## src/rtl/pll_reset_sequencer_if.sv

```systemverilog
// pll_reset_sequencer_if
//   Groups the PLL supervision signals of pll_reset_sequencer.
//   master : board/PLL side, drives pll_locked and restart_req, observes the rest.
//   slave  : the sequencer itself.
// Signals:
//   pll_locked    PLL LOCK output, asynchronous to the reference clock
//   restart_req   single-cycle pulse requesting a full PLL restart
//   pll_resetb    to PLL RESETB, 0 holds the PLL in reset
//   cpu_reset_n   active-low core reset
//   ready         1 only in RUN, identical to cpu_reset_n
//   state         0 PLL_RESET, 1 WAIT_LOCK, 2 RELEASE, 3 RUN
//   lock_loss_cnt saturating count of lock losses in RELEASE/RUN
//   timeout_cnt   saturating count of WAIT_LOCK timeouts
interface pll_reset_sequencer_if;
    logic       pll_locked;
    logic       restart_req;
    logic       pll_resetb;
    logic       cpu_reset_n;
    logic       ready;
    logic [1:0] state;
    logic [7:0] lock_loss_cnt;
    logic [7:0] timeout_cnt;

    modport master (
        output pll_locked, restart_req,
        input  pll_resetb, cpu_reset_n, ready, state, lock_loss_cnt, timeout_cnt
    );

    modport slave (
        input  pll_locked, restart_req,
        output pll_resetb, cpu_reset_n, ready, state, lock_loss_cnt, timeout_cnt
    );
endinterface

```

## src/rtl/pll_reset_sequencer.sv

```systemverilog
// pll_reset_sequencer
//   Supervises the iCE40 PLL and sequences the CPU core reset. Runs on the
//   16 MHz reference clock, never on the PLL output.
//   Holds the PLL in reset, waits for a debounced LOCK (with timeout/retry),
//   waits a settling delay, then releases the core. Loss of lock or a restart
//   request sends it back to PLL reset.
// Ports:
//   clock_in  16 MHz reference clock
//   reset_n   asynchronous active-low reset of this block
//   bus       pll_reset_sequencer_if.slave (lock/restart in, resets/status out)
module pll_reset_sequencer #(
    parameter int unsigned RESET_CYCLES  = 16,
    parameter int unsigned LOCK_STABLE   = 256,
    parameter int unsigned LOCK_TIMEOUT  = 65535,
    parameter int unsigned RELEASE_DELAY = 16,
    parameter int unsigned CNT_W         = 16
) (
    input  logic                 clock_in,
    input  logic                 reset_n,
    pll_reset_sequencer_if.slave bus
);

    typedef enum logic [1:0] {
        StPllReset = 2'd0,
        StWaitLock = 2'd1,
        StRelease  = 2'd2,
        StRun      = 2'd3
    } state_e;

    localparam logic [CNT_W-1:0] ResetLast   = CNT_W'(RESET_CYCLES - 1);
    localparam logic [CNT_W-1:0] StableLast  = CNT_W'(LOCK_STABLE - 1);
    localparam logic [CNT_W-1:0] TimeoutLast = CNT_W'(LOCK_TIMEOUT - 1);
    localparam logic [CNT_W-1:0] ReleaseLast = CNT_W'(RELEASE_DELAY - 1);

    // LOCK is asynchronous to clock_in; only locked_s is used beyond this point.
    logic sync_q;
    logic locked_s;

    always_ff @(posedge clock_in or negedge reset_n) begin
        if (!reset_n) begin
            sync_q   <= 1'b0;
            locked_s <= 1'b0;
        end else begin
            sync_q   <= bus.pll_locked;
            locked_s <= sync_q;
        end
    end

    state_e           state_q;
    state_e           state_d;
    logic [CNT_W-1:0] cyc_q;
    logic [CNT_W-1:0] stable_q;
    logic             pll_resetb_q;
    logic             cpu_reset_n_q;
    logic [7:0]       lock_loss_q;
    logic [7:0]       timeout_q;
    logic             lock_lost;
    logic             timed_out;

    // Next-state decode. cyc_q is the per-state cycle counter (reset hold,
    // lock timeout, release delay); it is cleared on every state change.
    always_comb begin
        state_d   = state_q;
        lock_lost = 1'b0;
        timed_out = 1'b0;
        case (state_q)
            StPllReset: begin
                // restart_req is deliberately ignored here
                if (cyc_q == ResetLast) begin
                    state_d = StWaitLock;
                end
            end
            StWaitLock: begin
                if (bus.restart_req) begin
                    state_d = StPllReset;
                end else if (locked_s && (stable_q == StableLast)) begin
                    // lock qualification wins over a coincident timeout
                    state_d = StRelease;
                end else if (cyc_q == TimeoutLast) begin
                    state_d   = StPllReset;
                    timed_out = 1'b1;
                end
            end
            StRelease: begin
                if (!locked_s) begin
                    state_d   = StPllReset;
                    lock_lost = 1'b1;
                end else if (bus.restart_req) begin
                    state_d = StPllReset;
                end else if (cyc_q == ReleaseLast) begin
                    state_d = StRun;
                end
            end
            StRun: begin
                // a lock loss coincident with restart_req is counted as a loss
                if (!locked_s) begin
                    state_d   = StPllReset;
                    lock_lost = 1'b1;
                end else if (bus.restart_req) begin
                    state_d = StPllReset;
                end
            end
            default: state_d = StPllReset;
        endcase
    end

    // State, counters and registered outputs. Outputs are decoded from
    // state_d so they change on the same edge as the state.
    always_ff @(posedge clock_in or negedge reset_n) begin
        if (!reset_n) begin
            state_q       <= StPllReset;
            cyc_q         <= '0;
            stable_q      <= '0;
            pll_resetb_q  <= 1'b0;
            cpu_reset_n_q <= 1'b0;
            lock_loss_q   <= 8'd0;
            timeout_q     <= 8'd0;
        end else begin
            state_q       <= state_d;
            pll_resetb_q  <= (state_d != StPllReset);
            cpu_reset_n_q <= (state_d == StRun);

            if (state_d != state_q) begin
                cyc_q    <= '0;
                stable_q <= '0;
            end else begin
                if (state_q != StRun) begin
                    cyc_q <= cyc_q + 1'b1;
                end
                if (state_q == StWaitLock) begin
                    stable_q <= locked_s ? stable_q + 1'b1 : '0;
                end
            end

            if (lock_lost && (lock_loss_q != 8'hFF)) begin
                lock_loss_q <= lock_loss_q + 8'd1;
            end
            if (timed_out && (timeout_q != 8'hFF)) begin
                timeout_q <= timeout_q + 8'd1;
            end
        end
    end

    assign bus.pll_resetb    = pll_resetb_q;
    assign bus.cpu_reset_n   = cpu_reset_n_q;
    assign bus.ready         = cpu_reset_n_q;
    assign bus.state         = state_q;
    assign bus.lock_loss_cnt = lock_loss_q;
    assign bus.timeout_cnt   = timeout_q;

endmodule

```

## src/flat_wrapper.sv

```systemverilog
// flat-port wrapper written by rule: the top's interface ports become plain ports
module pll_reset_sequencer_flat 
#(
    parameter int unsigned RESET_CYCLES  = 16,
    parameter int unsigned LOCK_STABLE   = 256,
    parameter int unsigned LOCK_TIMEOUT  = 65535,
    parameter int unsigned RELEASE_DELAY = 16,
    parameter int unsigned CNT_W         = 16
)
  (clock_in, reset_n, bus_pll_locked, bus_restart_req, bus_pll_resetb, bus_cpu_reset_n, bus_ready, bus_state, bus_lock_loss_cnt, bus_timeout_cnt);
  pll_reset_sequencer_if bus_i ();
  input  logic clock_in;
  input  logic reset_n;
  input wire logic [$bits(bus_i.pll_locked)-1:0] bus_pll_locked;
  input wire logic [$bits(bus_i.restart_req)-1:0] bus_restart_req;
  output wire logic [$bits(bus_i.pll_resetb)-1:0] bus_pll_resetb;
  output wire logic [$bits(bus_i.cpu_reset_n)-1:0] bus_cpu_reset_n;
  output wire logic [$bits(bus_i.ready)-1:0] bus_ready;
  output wire logic [$bits(bus_i.state)-1:0] bus_state;
  output wire logic [$bits(bus_i.lock_loss_cnt)-1:0] bus_lock_loss_cnt;
  output wire logic [$bits(bus_i.timeout_cnt)-1:0] bus_timeout_cnt;
  assign bus_i.pll_locked = bus_pll_locked;
  assign bus_i.restart_req = bus_restart_req;
  assign bus_pll_resetb = bus_i.pll_resetb;
  assign bus_cpu_reset_n = bus_i.cpu_reset_n;
  assign bus_ready = bus_i.ready;
  assign bus_state = bus_i.state;
  assign bus_lock_loss_cnt = bus_i.lock_loss_cnt;
  assign bus_timeout_cnt = bus_i.timeout_cnt;
  pll_reset_sequencer #(.RESET_CYCLES(RESET_CYCLES), .LOCK_STABLE(LOCK_STABLE), .LOCK_TIMEOUT(LOCK_TIMEOUT), .RELEASE_DELAY(RELEASE_DELAY), .CNT_W(CNT_W)) u_core (.clock_in(clock_in), .reset_n(reset_n), .bus(bus_i));
endmodule
```

## config.mk

```make
export PLATFORM = sky130hd
export DESIGN_NAME = pll_reset_sequencer_flat
export DESIGN_NICKNAME = d
export VERILOG_FILES = /design/src/rtl/pll_reset_sequencer_if.sv /design/src/rtl/pll_reset_sequencer.sv /design/src/flat_wrapper.sv
export SDC_FILE = /design/constraint.sdc
export NUM_CORES = 1
export LEC_CHECK = 0
export CORE_UTILIZATION = 57
export DETAILED_ROUTE_END_ITERATION = 12
export PLACE_DENSITY = 0.79
export SYNTH_ARGS = -nofsm -noshare
export SYNTH_HDL_FRONTEND = slang
export SYNTH_SLANG_ARGS = --single-unit
```

## constraint.sdc

```tcl
create_clock -name clock_in -period 2.6 [get_ports clock_in]
set_clock_uncertainty 0.2 [all_clocks]
set_input_delay 0.52 -clock clock_in [delete_from_list [all_inputs] [get_ports clock_in]]
set_output_delay 0.52 -clock clock_in [all_outputs]
set_load 0.03 [all_outputs]
```

==> reports/results.ini <==
[sta]
worst_pin_slew_ns = 0.605
timing.fmax_mhz = 417
rsz0062_at_grt = no
timing.setup.tns_ns = 0
min_period_over_period_pct = 92.2
hold_viol = 0
fin_crit_ns = 2.40
max-slew-margin-rel_pct = 59.6
setup_viol = 0
maxSlewViolCount = 0
setup_slack_ns = 0.203

[floorplan]
start_util_pct = 59.5
ios = 25
core_area_sq_um = 4750
die_area_sq_um = 5250
row_count = 25
die_w_um = 72.5
die_h_um = 72.5

[routing]
vias_per_cell = 5.68
drt-initial-drc-count = 108
drc = 0
wl_um = 5430
wl_per_cell_um = 13.8
ant_nets = 0
dr_total_vias = 2231
firstDrtPassIters = 4

[yosys]
synthTopCellsByArea = dfrtp_1 (48%), xor2_1 (5.0%), nand2_1 (4.8%), nor2_1 (4.2%), xnor2_1 (4.0%)
synth_cells = 295
synth-async-reset-ratio_pct = 100
yosysWarningCount = 0
syn_nets = 304
ys_seq_area_share_pct = 47.7
ys_types = 42
synth.top_cell.area_share_pct = 47.7
syn-cell-area_sq_um = 2830
synth_edf_count = 0
ys.flop_type = dfrtp_1
syn_avg_cell_area_sq_um = 9.59
synth_area_leader_cell = dfrtp_1
ys_seq_elements = 54

[clocking]
insertion_delay_ns = 0.31
cts_buffers = 5
path_clk_slew_ns = 0.10
cts_buffer_depth = 2
cts_resized = 0
root_buffer = clkbuf_8
hold_buffers = 0
cts_setup_buffers = 0
cts_tree = yes
htreeDepth = 2
cts.sinks = 54

[placed_design]
io_buffers = 24
dp_slack_ns = 0.102
placed_area_sq_um = 3170
gp_congestion = 0.848
hpwl_um = 3800

[worst_setup_path]
rr_worst_depth = 6
crit_fanout = 8
crit_type = reg -> reg
startpoint_type = register
cp.required_ns = 2.60
worst_setup_path_end_kind = register
arrival_ns = 2.40

[pwr]
leakage_nw = 1.45
power_density_nw_per_um2 = 612
ir_drop_mv = 0.448

[global_routing]
grt_antenna_before_repair = 0
grt_usage_pct = 22.9
grt_start_max_net_pins = 30
first_global_vias = 2120
grt_overflow = 0
grt_pass1_wl_um = 9410

[hold_path]
holdCritPathClass = in -> async

[layout]
drive_above_1_share_pct = 10.4
area_growth_pct = 16.0
antennaDiodeCount = 0
n_fill_cell = 375
nets = 334
final_area_sq_um = 3280

[job]
max-cap-violations = 0

[outcome]
status = finished clean

[worst max-delay path: stages (launching register included)]
cell and delay, ns:
dfrtp_1 0.42, inv_1 0.10, ha_1 0.15, nand4_1 0.09, or4_4 0.55, a211o_1 0.43, mux2_4 0.34
[sequential cells by signal, indices dropped and copies added (netlist names)]
| register | count |
|---|---|
| u_core.cyc_q | 16 |
| u_core.stable_q | 16 |
| u_core.bus.lock_loss_cnt | 8 |
| u_core.bus.timeout_cnt | 8 |
| u_core.bus.state | 2 |
| u_core.bus.cpu_reset_n | 1 |
| u_core.bus.pll_resetb | 1 |
| u_core.locked_s | 1 |
| u_core.sync_q | 1 |
[kinds of logic after synthesis]
group | share of synthesized area [%]
fa+ha+maj | 2.21
simple gates | 26.1
buf+inv | 2.78
flops | 47.7
mux | 3.27
compound gates | 8.93
xor+xnor | 8.97
[cells in the final DEF, fill, tap and decap left out, types with 7 or more instances in the layout]
cell type and instances:
nand3_1 19, buf_4 8, nor3_1 7, nand2_1 36
clkdlybuf4s50_1 23, dfrtp_1 54, a21oi_1 14, nor2_1 32
and3_1 8, xnor2_1 13, nor4_1 9, o21ai_0 9
nand4_1 11, xor2_1 16
[worst paths after layout]
check / slack [ns] / start / endpoint
min in group clock_in: 0.16 / u_core.sync_q / u_core.locked_s
worst max-delay path: 0.20 / u_core.cyc_q[0] / u_core.bus.timeout_cnt[1]
worst min register to register: 0.16 / u_core.sync_q / u_core.locked_s
worst max register to register: 0.20 / u_core.cyc_q[0] / u_core.bus.timeout_cnt[1]
worst min-delay path: 0.003 / reset_n / u_core.bus.timeout_cnt[2]
max in group asynchronous: 1.62 / reset_n / u_core.bus.lock_loss_cnt[3]
[synthesized netlist by cell type, types with 7 or more instances]
| cell type | instances |
|---|---|
| xnor2_1 | 13 |
| dfrtp_1 | 54 |
| o21ai_0 | 9 |
| nor2_1 | 32 |
| nand3_1 | 19 |
| nand2_1 | 36 |
| nand4_1 | 11 |
| nor3_1 | 7 |
| and3_1 | 8 |
| xor2_1 | 16 |
| a21oi_1 | 14 |
| nor4_1 | 9 |
[stage by stage]
stage          utilization [%]  power, W  instances  hold WS, ns
2_1_floorplan                -   0.00130        295       0.0244
3_3_place_gp              66.7   0.00144        385        0.134
3_5_place_dp              66.7   0.00146        385        0.142
4_1_cts                   69.1   0.00203        393       0.0157
5_1_grt                   69.1   0.00212        393       0.0457
6_report                  69.1   0.00201        393      0.00278
[final cells by class]
type	count	area (sq um)	area share (%)
Sequential cell	54	1350	41.2
Tap cell	67	83.8	2.55
Inverter	6	22.5	0.686
Timing Repair Buffer	33	315	9.60
Multi-Input combinational cell	225	1400	42.6
Clock inverter	2	37.5	1.14
Clock buffer	6	72.6	2.21
[metal layers]
layer	GRT usage [%]	part of all wire (%)	wire length (um)	up-vias
li1	-	-	-	1101
met1	30.1	46	2520	1072
met2	38.5	49	2640	52
met3	4.44	3.7	201	6
met4	7.19	1.2	67	0
met5	0	0	0	-
[where the power goes]
part           switching (W)  internal (W)
sequential          0.000106      0.000916
combinational       0.000249      0.000170
clock               0.000279      0.000288
total               0.000634       0.00137
Power figures use the tool's default switching activity.
